File: src/rtl/textlcd_ctrl.sv
// HD44780-style 2x16 character LCD sequencer: power-on wait, init commands, then continuous
// refresh of both lines from a per-frame snapshot of eight 32-bit text words.
module textlcd_ctrl #(
  parameter int unsigned P_PWRON = 375000,
  parameter int unsigned P_SETUP = 2,
  parameter int unsigned P_PULSE = 12,
  parameter int unsigned P_HOLD  = 2,
  parameter int unsigned P_GAP   = 1000,
  parameter int unsigned P_CLR   = 41000,
  parameter int unsigned P_FRAME = 250000
) (
  input  logic        clk,
  input  logic        reset,
  input  logic        en,
  input  logic [31:0] textdata_a,
  input  logic [31:0] textdata_b,
  input  logic [31:0] textdata_c,
  input  logic [31:0] textdata_d,
  input  logic [31:0] textdata_e,
  input  logic [31:0] textdata_f,
  input  logic [31:0] textdata_g,
  input  logic [31:0] textdata_h,
  output logic        lcd_e,
  output logic        lcd_rs,
  output logic        lcd_rw,
  output logic [7:0]  lcd_data,
  output logic        init_done,
  output logic        frame_done,
  output logic        busy
);

  localparam int unsigned M1 = (P_PWRON > P_FRAME) ? P_PWRON : P_FRAME;
  localparam int unsigned M2 = (M1 > P_CLR) ? M1 : P_CLR;
  localparam int unsigned M3 = (M2 > P_GAP) ? M2 : P_GAP;
  localparam int unsigned M4 = (P_SETUP > P_PULSE) ? P_SETUP : P_PULSE;
  localparam int unsigned M5 = (M4 > P_HOLD) ? M4 : P_HOLD;
  localparam int unsigned CntMax = (M3 > M5) ? M3 : M5;
  localparam int unsigned CW = $clog2(CntMax + 1);

  localparam logic [CW-1:0] PwronLast = CW'(P_PWRON - 1);
  localparam logic [CW-1:0] SetupLast = CW'(P_SETUP - 1);
  localparam logic [CW-1:0] PulseLast = CW'(P_PULSE - 1);
  localparam logic [CW-1:0] HoldLast  = CW'(P_HOLD - 1);
  localparam logic [CW-1:0] GapLast   = CW'(P_GAP - 1);
  localparam logic [CW-1:0] ClrLast   = CW'(P_CLR - 1);
  localparam logic [CW-1:0] FrameLast = CW'(P_FRAME - 1);

  typedef enum logic [2:0] {
    StPwrWait, StInit, StL1Addr, StL1Data, StL2Addr, StL2Data, StFrameGap
  } state_e;

  typedef enum logic [1:0] {PhSetup, PhPulse, PhHold, PhWait} phase_e;

  state_e         state_q;
  phase_e         phase_q;
  logic [CW-1:0]  cnt_q;
  logic [2:0]     init_idx_q;
  logic [3:0]     char_idx_q;
  logic [127:0]   line1_q;
  logic [127:0]   line2_q;

  logic           phase_last;
  logic [3:0]     next_idx;
  logic [7:0]     l1_next;
  logic [7:0]     l2_next;

  function automatic logic [7:0] init_cmd(input logic [2:0] idx);
    case (idx)
      3'd0, 3'd1: init_cmd = 8'h38;
      3'd2:       init_cmd = 8'h0C;
      3'd3:       init_cmd = 8'h01;
      default:    init_cmd = 8'h06;
    endcase
  endfunction

  // Character idx 0 is the leftmost byte, i.e. the top byte of the line.
  function automatic logic [7:0] char_of(input logic [127:0] line, input logic [3:0] idx);
    logic [127:0] sh;
    sh = line >> {4'd15 - idx, 3'b000};
    char_of = sh[7:0];
  endfunction

  assign lcd_rw = 1'b0;

  always_comb begin
    phase_last = 1'b0;
    unique case (phase_q)
      PhSetup: phase_last = (cnt_q == SetupLast);
      PhPulse: phase_last = (cnt_q == PulseLast);
      PhHold:  phase_last = (cnt_q == HoldLast);
      PhWait:  phase_last = (cnt_q == ((!lcd_rs && lcd_data == 8'h01) ? ClrLast : GapLast));
    endcase
    next_idx = char_idx_q + 4'd1;
    l1_next  = char_of(line1_q, next_idx);
    l2_next  = char_of(line2_q, next_idx);
  end

  always_ff @(posedge clk) begin
    if (reset) begin
      state_q    <= StPwrWait;
      phase_q    <= PhSetup;
      cnt_q      <= '0;
      init_idx_q <= '0;
      char_idx_q <= '0;
      line1_q    <= {16{8'h20}};
      line2_q    <= {16{8'h20}};
      lcd_e      <= 1'b0;
      lcd_rs     <= 1'b0;
      lcd_data   <= 8'h00;
      init_done  <= 1'b0;
      frame_done <= 1'b0;
      busy       <= 1'b0;
    end else begin
      frame_done <= 1'b0;
      unique case (state_q)
        StPwrWait: begin
          if (cnt_q == PwronLast) begin
            cnt_q      <= '0;
            state_q    <= StInit;
            init_idx_q <= '0;
            phase_q    <= PhSetup;
            busy       <= 1'b1;
            lcd_rs     <= 1'b0;
            lcd_data   <= init_cmd(3'd0);
          end else begin
            cnt_q <= cnt_q + CW'(1);
          end
        end
        StFrameGap: begin
          // Counter parks at its last value so en is re-checked every cycle once expired.
          if (cnt_q == FrameLast) begin
            if (en) begin
              state_q  <= StL1Addr;
              line1_q  <= {textdata_a, textdata_b, textdata_c, textdata_d};
              line2_q  <= {textdata_e, textdata_f, textdata_g, textdata_h};
              cnt_q    <= '0;
              phase_q  <= PhSetup;
              busy     <= 1'b1;
              lcd_rs   <= 1'b0;
              lcd_data <= 8'h80;
            end
          end else begin
            cnt_q <= cnt_q + CW'(1);
          end
        end
        default: begin
          if (!phase_last) begin
            cnt_q <= cnt_q + CW'(1);
          end else begin
            cnt_q <= '0;
            unique case (phase_q)
              PhSetup: begin
                phase_q <= PhPulse;
                lcd_e   <= 1'b1;
              end
              PhPulse: begin
                phase_q <= PhHold;
                lcd_e   <= 1'b0;
              end
              PhHold: phase_q <= PhWait;
              PhWait: begin
                phase_q <= PhSetup;
                case (state_q)
                  StInit: begin
                    if (init_idx_q == 3'd4) begin
                      state_q   <= StFrameGap;
                      init_done <= 1'b1;
                      busy      <= 1'b0;
                      cnt_q     <= FrameLast;
                    end else begin
                      init_idx_q <= init_idx_q + 3'd1;
                      lcd_data   <= init_cmd(init_idx_q + 3'd1);
                    end
                  end
                  StL1Addr: begin
                    state_q    <= StL1Data;
                    char_idx_q <= '0;
                    lcd_rs     <= 1'b1;
                    lcd_data   <= line1_q[127:120];
                  end
                  StL1Data: begin
                    char_idx_q <= next_idx;
                    if (char_idx_q == 4'd15) begin
                      state_q  <= StL2Addr;
                      lcd_rs   <= 1'b0;
                      lcd_data <= 8'hC0;
                    end else begin
                      lcd_data <= l1_next;
                    end
                  end
                  StL2Addr: begin
                    state_q    <= StL2Data;
                    char_idx_q <= '0;
                    lcd_rs     <= 1'b1;
                    lcd_data   <= line2_q[127:120];
                  end
                  StL2Data: begin
                    char_idx_q <= next_idx;
                    if (char_idx_q == 4'd15) begin
                      state_q    <= StFrameGap;
                      frame_done <= 1'b1;
                      busy       <= 1'b0;
                    end else begin
                      lcd_data <= l2_next;
                    end
                  end
                  default: ;
                endcase
              end
            endcase
          end
        end
      endcase
    end
  end

endmodule

File: config.mk
export PLATFORM = sky130hd
export DESIGN_NAME = textlcd_ctrl
export DESIGN_NICKNAME = d
export VERILOG_FILES = /design/src/rtl/textlcd_ctrl.sv
export SDC_FILE = /design/constraint.sdc
export NUM_CORES = 1
export LEC_CHECK = 0
export CELL_PAD_IN_SITES_DETAIL_PLACEMENT = 0
export CELL_PAD_IN_SITES_GLOBAL_PLACEMENT = 1
export CORE_MARGIN = 2
export CORE_UTILIZATION = 41
export DETAILED_ROUTE_END_ITERATION = 6
export GPL_TIMING_DRIVEN = 1
export PLACE_DENSITY_LB_ADDON = 0.1
export SYNTH_ARGS = -nofsm -noshare
export SYNTH_HDL_FRONTEND = slang
export SYNTH_SLANG_ARGS = --single-unit
File: constraint.sdc
create_clock -name clk -period 3.6 [get_ports clk]
set_input_delay 0.36 -clock clk [delete_from_list [all_inputs] [get_ports clk]]
set_output_delay 0.36 -clock clk [all_outputs]
set_load 0.02 [all_outputs]
After elaboration in Yosys (flattened, before gate mapping)
Cells that the tools add are included.
- register bits after elaboration: 300
- output and inout port bits: 14
- logic and storage cells: 147
- add/subtract/negate cells: 4
- eq/ne operators: 30
- shifts and indexed selects: 2
- muxes and demuxes: 62
- bitwise operators: 5
- reduce and logical (&&, ||, !) cells: 31
- operators with widths (operator ; number):
    right shift 128 x 7 -> 8 bit ; 2
    2-to-1 mux 19 bit ; 4
    2-to-1 mux 8 bit ; 8
    2-to-1 mux 18 bit ; 3
    one-hot mux 8 bit (5 select lines) ; 1
    2-to-1 mux 3 bit ; 13
    one-hot mux 19 bit (2 select lines) ; 1
    adder 19 x 1 -> 19 bit (second input constant) ; 1
    equality test 19 x 1 -> 1 bit (second input constant) ; 1
    equality test 19 x 16 -> 1 bit ; 1
    equality test 19 x 18 -> 1 bit (second input constant) ; 1
    equality test 19 bit (second input constant) ; 1
    equality test 19 x 4 -> 1 bit (second input constant) ; 1
    one-hot mux 6 bit (3 select lines) ; 1
    2-to-1 mux 16 bit ; 1
    one-hot mux 8 bit (2 select lines) ; 1
    AND reduction 8 bit ; 2
    one-hot mux 3 bit (5 select lines) ; 1
    2-to-1 mux 1 bit ; 13
    equality test 3 x 2 -> 1 bit (second input constant) ; 4
    equality test 3 bit (second input constant) ; 4
    inequality test 4 bit (second input constant) ; 3
    one-hot mux 3 bit (2 select lines) ; 2
    one-hot mux 1 bit (2 select lines) ; 5
    34 further kinds ; 59

Longest topological paths before layout
- depth after elaboration: 9
- gate-level depth with buffers: 11

Worst setup path after synthesis
Ideal clock, no wire load.
- path kind: reg2reg
- start point: reg char_idx_q[1]
- end point: reg lcd_data[2]
- library setup time: 0.129 ns
- arrival: 2.317 ns
- required time: 3.471 ns
- slack: 1.154 ns
- stages on the path, launching flop included: 10
- path buffers: 3
- period minus slack after synthesis: 2.446 ns
- path through: dfxtp_1 -> ha_1 -> buf_1 -> clkbuf_1 -> clkbuf_1 -> mux4_2 -> nand2_1 -> a21oi_1 -> nor3_1 -> o32ai_1
- cells in the longest elaborated chain, start to end: 8
- RTL lines (element ; line ; RTL):
    start: declaration ; 58 ; logic [3:0] char_idx_q;
    start signal: assignment ; 182 ; char_idx_q <= next_idx;
    start signal: assignment ; 198 ; char_idx_q <= next_idx;
    adder 4 x 1 -> 4 bit ; 93 ; next_idx = char_idx_q + 4'd1;
    subtractor 4 bit ; 79 ; sh = line >> {4'd15 - idx, 3'b000};
    right shift 128 x 7 -> 8 bit ; 79 ;
    2-to-1 mux 8 bit (on tied branches) ; 199, 183 ;
    one-hot mux 8 bit (5 select lines) ; 163 ; case (state_q)
    2-to-1 mux 8 bit ; 151 ; unique case (phase_q)
    2-to-1 mux 8 bit ; 147 ; if (!phase_last) begin
    one-hot mux 8 bit (2 select lines) ; 115 ; unique case (state_q)
    end signal: assignment ; 124 ; lcd_data <= init_cmd(3'd0);
    end signal: assignment ; 172 ; lcd_data <= init_cmd(init_idx_q + 3'd1);
    end signal: assignment ; 179 ; lcd_data <= line1_q[127:120];
    end: declaration ; 26 ; output logic [7:0] lcd_data,
Parallel ways exist; a longest one is shown, timed or not. The select of a mux whose other input is x is not followed.
A chain may end at the register's enable or synchronous reset.

Worst setup path in the final report
- start point: reg cnt_q[9]
- end point: reg line2_q[93]
- cells in the longest elaborated chain, start to end: 2
- RTL lines (element ; line ; RTL):
    start: declaration ; 56 ; logic [CW-1:0] cnt_q;
    start signal: assignment ; 126 ; cnt_q <= cnt_q + CW'(1);
    start signal: assignment ; 143 ; cnt_q <= cnt_q + CW'(1);
    start signal: assignment ; 148 ; cnt_q <= cnt_q + CW'(1);
    equality test 19 x 18 -> 1 bit ; 131 ; if (cnt_q == FrameLast) begin
    AND reduction 3 bit (no line) ; n/a ;
    end signal: assignment ; 106 ; line2_q <= {16{8'h20}};
    end signal: assignment ; 135 ; line2_q <= {textdata_e, textdata_f, textdata_g, textdata_h};
    end: declaration ; 60 ; logic [127:0] line2_q;
Every way passes these cells.

==> run_results.csv <==
group,metric,value,unit
die,ios,273,
synth,syn_avg_cell_area,8.28,µm²
status,status,"complete, no violations",
worst_setup_path,cp.arrival,3.35,ns
clock_tree,cts.clk_slew.worst_paths,0.06,ns
detailed_routing,detail_route.wl_per_cell,18.3,µm
die,die_y,187,µm
synth,synth_ff_type,"dfxtp_1",
worst_setup_path,end_kind,"flip-flop",
synth,synth_area_leaders,"dfxtp_1 (44%), nand2_1 (16%), mux4_2 (11%)",
worst_setup_path,worstPathMaxFanout,256,
global_route,grt_max_degree,257,
layout,drive_gt1_frac,0.0884,
die,start_util,0.413,
clock_tree,h-tree-depth,2,
detailed_routing,drc,0,
clock_tree,holdBufCountCts,0,
layout,final.fill_count,3187,
clock_tree,root_buffer,"clkbuf_16",
timing,fmax,338,MHz
die,die-area,0.0350,mm²
global_route,antenna_found_initial,7,
layout,final_cell_mix,"nand2_1 (585), dfxtp_1 (299), clkdlybuf4s50_1 (270), a21oi_1 (257), mux4_2 (65)",
synth,synth_compound_area_frac,0.132,
layout,final_cell_area,0.0180,mm²
synth,syn_area,0.0137,mm²
synth,ys_seq_area_frac,0.437,
clock_tree,cts-buffers-inserted,35,
timing,finalHoldViolCount,0,
run,drv_cap,0,
synth,syn_nets,1931,
timing,drv_slew,0,
synth,synth-simple-area-share,0.244,
synth,async_flop_share,0,
clock_tree,cts_max_path_buffers,3,
die,die_width,187,µm
timing,finalSetupViolations,0,
timing,slew_headroom,0.0548,
clock_tree,cts.repair.resized,0,
layout,multi_input_area,0.00714,mm²
layout,fin_util,0.542,
layout,register_area,0.00601,mm²
synth,ys_ff_latch,300,
detailed_routing,drtAntennaViolNets,0,
clock_tree,worstSkewPairLatency,0.52,ns
synth,synth_edf_count,0,
power,peakVddDrop,0.346,mV
detailed_routing,vias,12378,
synth,yosys.area.top_type,"dfxtp_1",
global_route,grt_util_all_layers,0.244,
clock_tree,cts_tree,"built",
synth,yosysWarnings,0,
synth,muxShareOfSynthArea,0.114,
placement,port_buffers,271,
timing,post-route-min-period,2.96,ns
synth,synthCells,1660,
clock_tree,clock_sink_count,300,
placement,dp_hpwl,30000,µm
timing,worst_pin_slew,1.42,ns
die,core,0.0333,mm²
worst_setup_path,start_kind,"flip-flop",
power,power.leakage,0.00604,µW
detailed_routing,first_pass_iters,6,
synth,synth_top_area_frac,0.437,
global_route,grt_pass1_vias,12195,
synth,synthAdderAreaFrac,0.0109,
detailed_routing,drt_iter0_drc,880,
layout,layout-area-overhead-vs-synth,31.1,%
timing,fin_tns_setup,0,ns
detailed_routing,via_per_inst,5.29,
global_route,overflow,0,
worst_setup_path,crit_required,3.99,ns
die,num_rows,67,
synth,synth_xor_area_frac,0.0140,
timing,finalClockSkew,0.00760,ns
timing,rsz0062_at_grt,"false",
placement,place_area,0.0168,mm²
synth,synth_cell_types,64,
hold_path,hold_path.class,"primary input to flip-flop",
clock_tree,post_cts_buffers,0,
synth,synth_top_family_by_area,"simple AND/OR/NAND/NOR gates",
timing,fin_crit_sh,0.823,
layout,layout_commonest_cell,"nand2_1",
layout,nets,2137,
global_route,grt_pass1_wl,67800,µm
detailed_routing,drt_wl_total,42900,µm
placement,globalplace.congestion,0.868,
power,cellPowerDensity,414,mW/mm²
worst_setup_path,worstSetupPathType,"flip-flop to flip-flop",
==> power breakdown <==
| part | leakage (µW) | switching (µW) | internal (µW) | total [µW] |
|---|---|---|---|---|
| combinational | 0.00302 | 125 | 266 | 391 |
| clock | 0.000607 | 1400 | 2350 | 3740 |
| sequential | 0.00242 | 5.32 | 3320 | 3330 |
| total | 0.00604 | 1530 | 5930 | 7460 |
==> logic make-up (layout without fill, tap and decap cells) <==
group / after synthesis / after routing
compound gates: 333 / 333
xor+xnor: 22 / 22
fa+ha+maj: 12 / 12
buf+inv: 141 / 371
flops: 300 / 300
mux: 75 / 75
other cells: 1 / 5
simple gates: 776 / 776
==> area by class of cell <==
type | instances | area share
Inverter | 11 | 0.00229
Clock buffer | 49 | 0.0571
Sequential cell | 300 | 0.333
Timing Repair Buffer | 299 | 0.169
Clock inverter | 12 | 0.0105
Antenna cell | 4 | 0.000555
Tap cell | 448 | 0.0311
Multi-Input combinational cell | 1219 | 0.396
==> routing by layer <==
metal | wire [µm] | track usage
met3 | 2700 | 0.0508
met1 | 18800 | 0.326
met5 | 39 | 0
met4 | 782 | 0.0531
met2 | 20600 | 0.406
==> synthesized netlist by cell type (all sizes together), types with 10 or more instances <==
master,n
xnor2,12
buf,44
nor2,42
nand3,28
clkbuf,86
o21ai,26
mux4,65
ha,12
inv,11
dfxtp,300
and3,10
nand3b,33
nand4,17
nor2b,13
xor2,10
a21oi,257
nand2,585
mux2i,10
==> flip-flops by register name (all words and copies together), names as in the netlist <==
name and cells:
line1_q 128, init_done 1, lcd_e 1, state_q 3
char_idx_q 4, cnt_q 19, lcd_rs 1, init_idx_q 3
frame_done 1, lcd_data 8, line2_q 128, phase_q 2
busy 1
==> per-stage QoR <==
stage | total power [µW] | cells | setup slack, ns | hold slack (ns)
2_1_floorplan | 3470 | 1660 | 1.15 | 0.429
3_3_place_gp | 3800 | 2277 | 0.897 | 0.435
3_5_place_dp | 3790 | 2277 | 0.855 | 0.441
4_1_cts | 7530 | 2338 | 0.801 | 0.302
5_1_grt | 7680 | 2339 | 0.617 | 0.326
6_report | 7460 | 2342 | 0.637 | 0.291
==> worst max-delay path: stages (launching register included) <==
cell and delay, ns:
dfxtp_1 0.36, or2_1 0.23, or4_4 0.57, nor4_1 0.33
buf_4 0.18, nand3_4 0.08, buf_12 0.24, nand2_1 0.29
nand3b_1 0.11
==> path summary, 6_finish.rpt <==
| kind | slack (ns) | start | depth (start not counted) | to |
|---|---|---|---|---|
| worst max-delay path | 0.64 | cnt_q[9] | 8 | line2_q[93] |
| worst min-delay path | 0.29 | reset | 2 | line1_q[103] |
| worst max register to register | 0.64 | cnt_q[9] | 8 | line2_q[93] |
| worst min register to register | 0.45 | line1_q[33] | 2 | line1_q[33] |
Power figures use the tool's default switching activity.
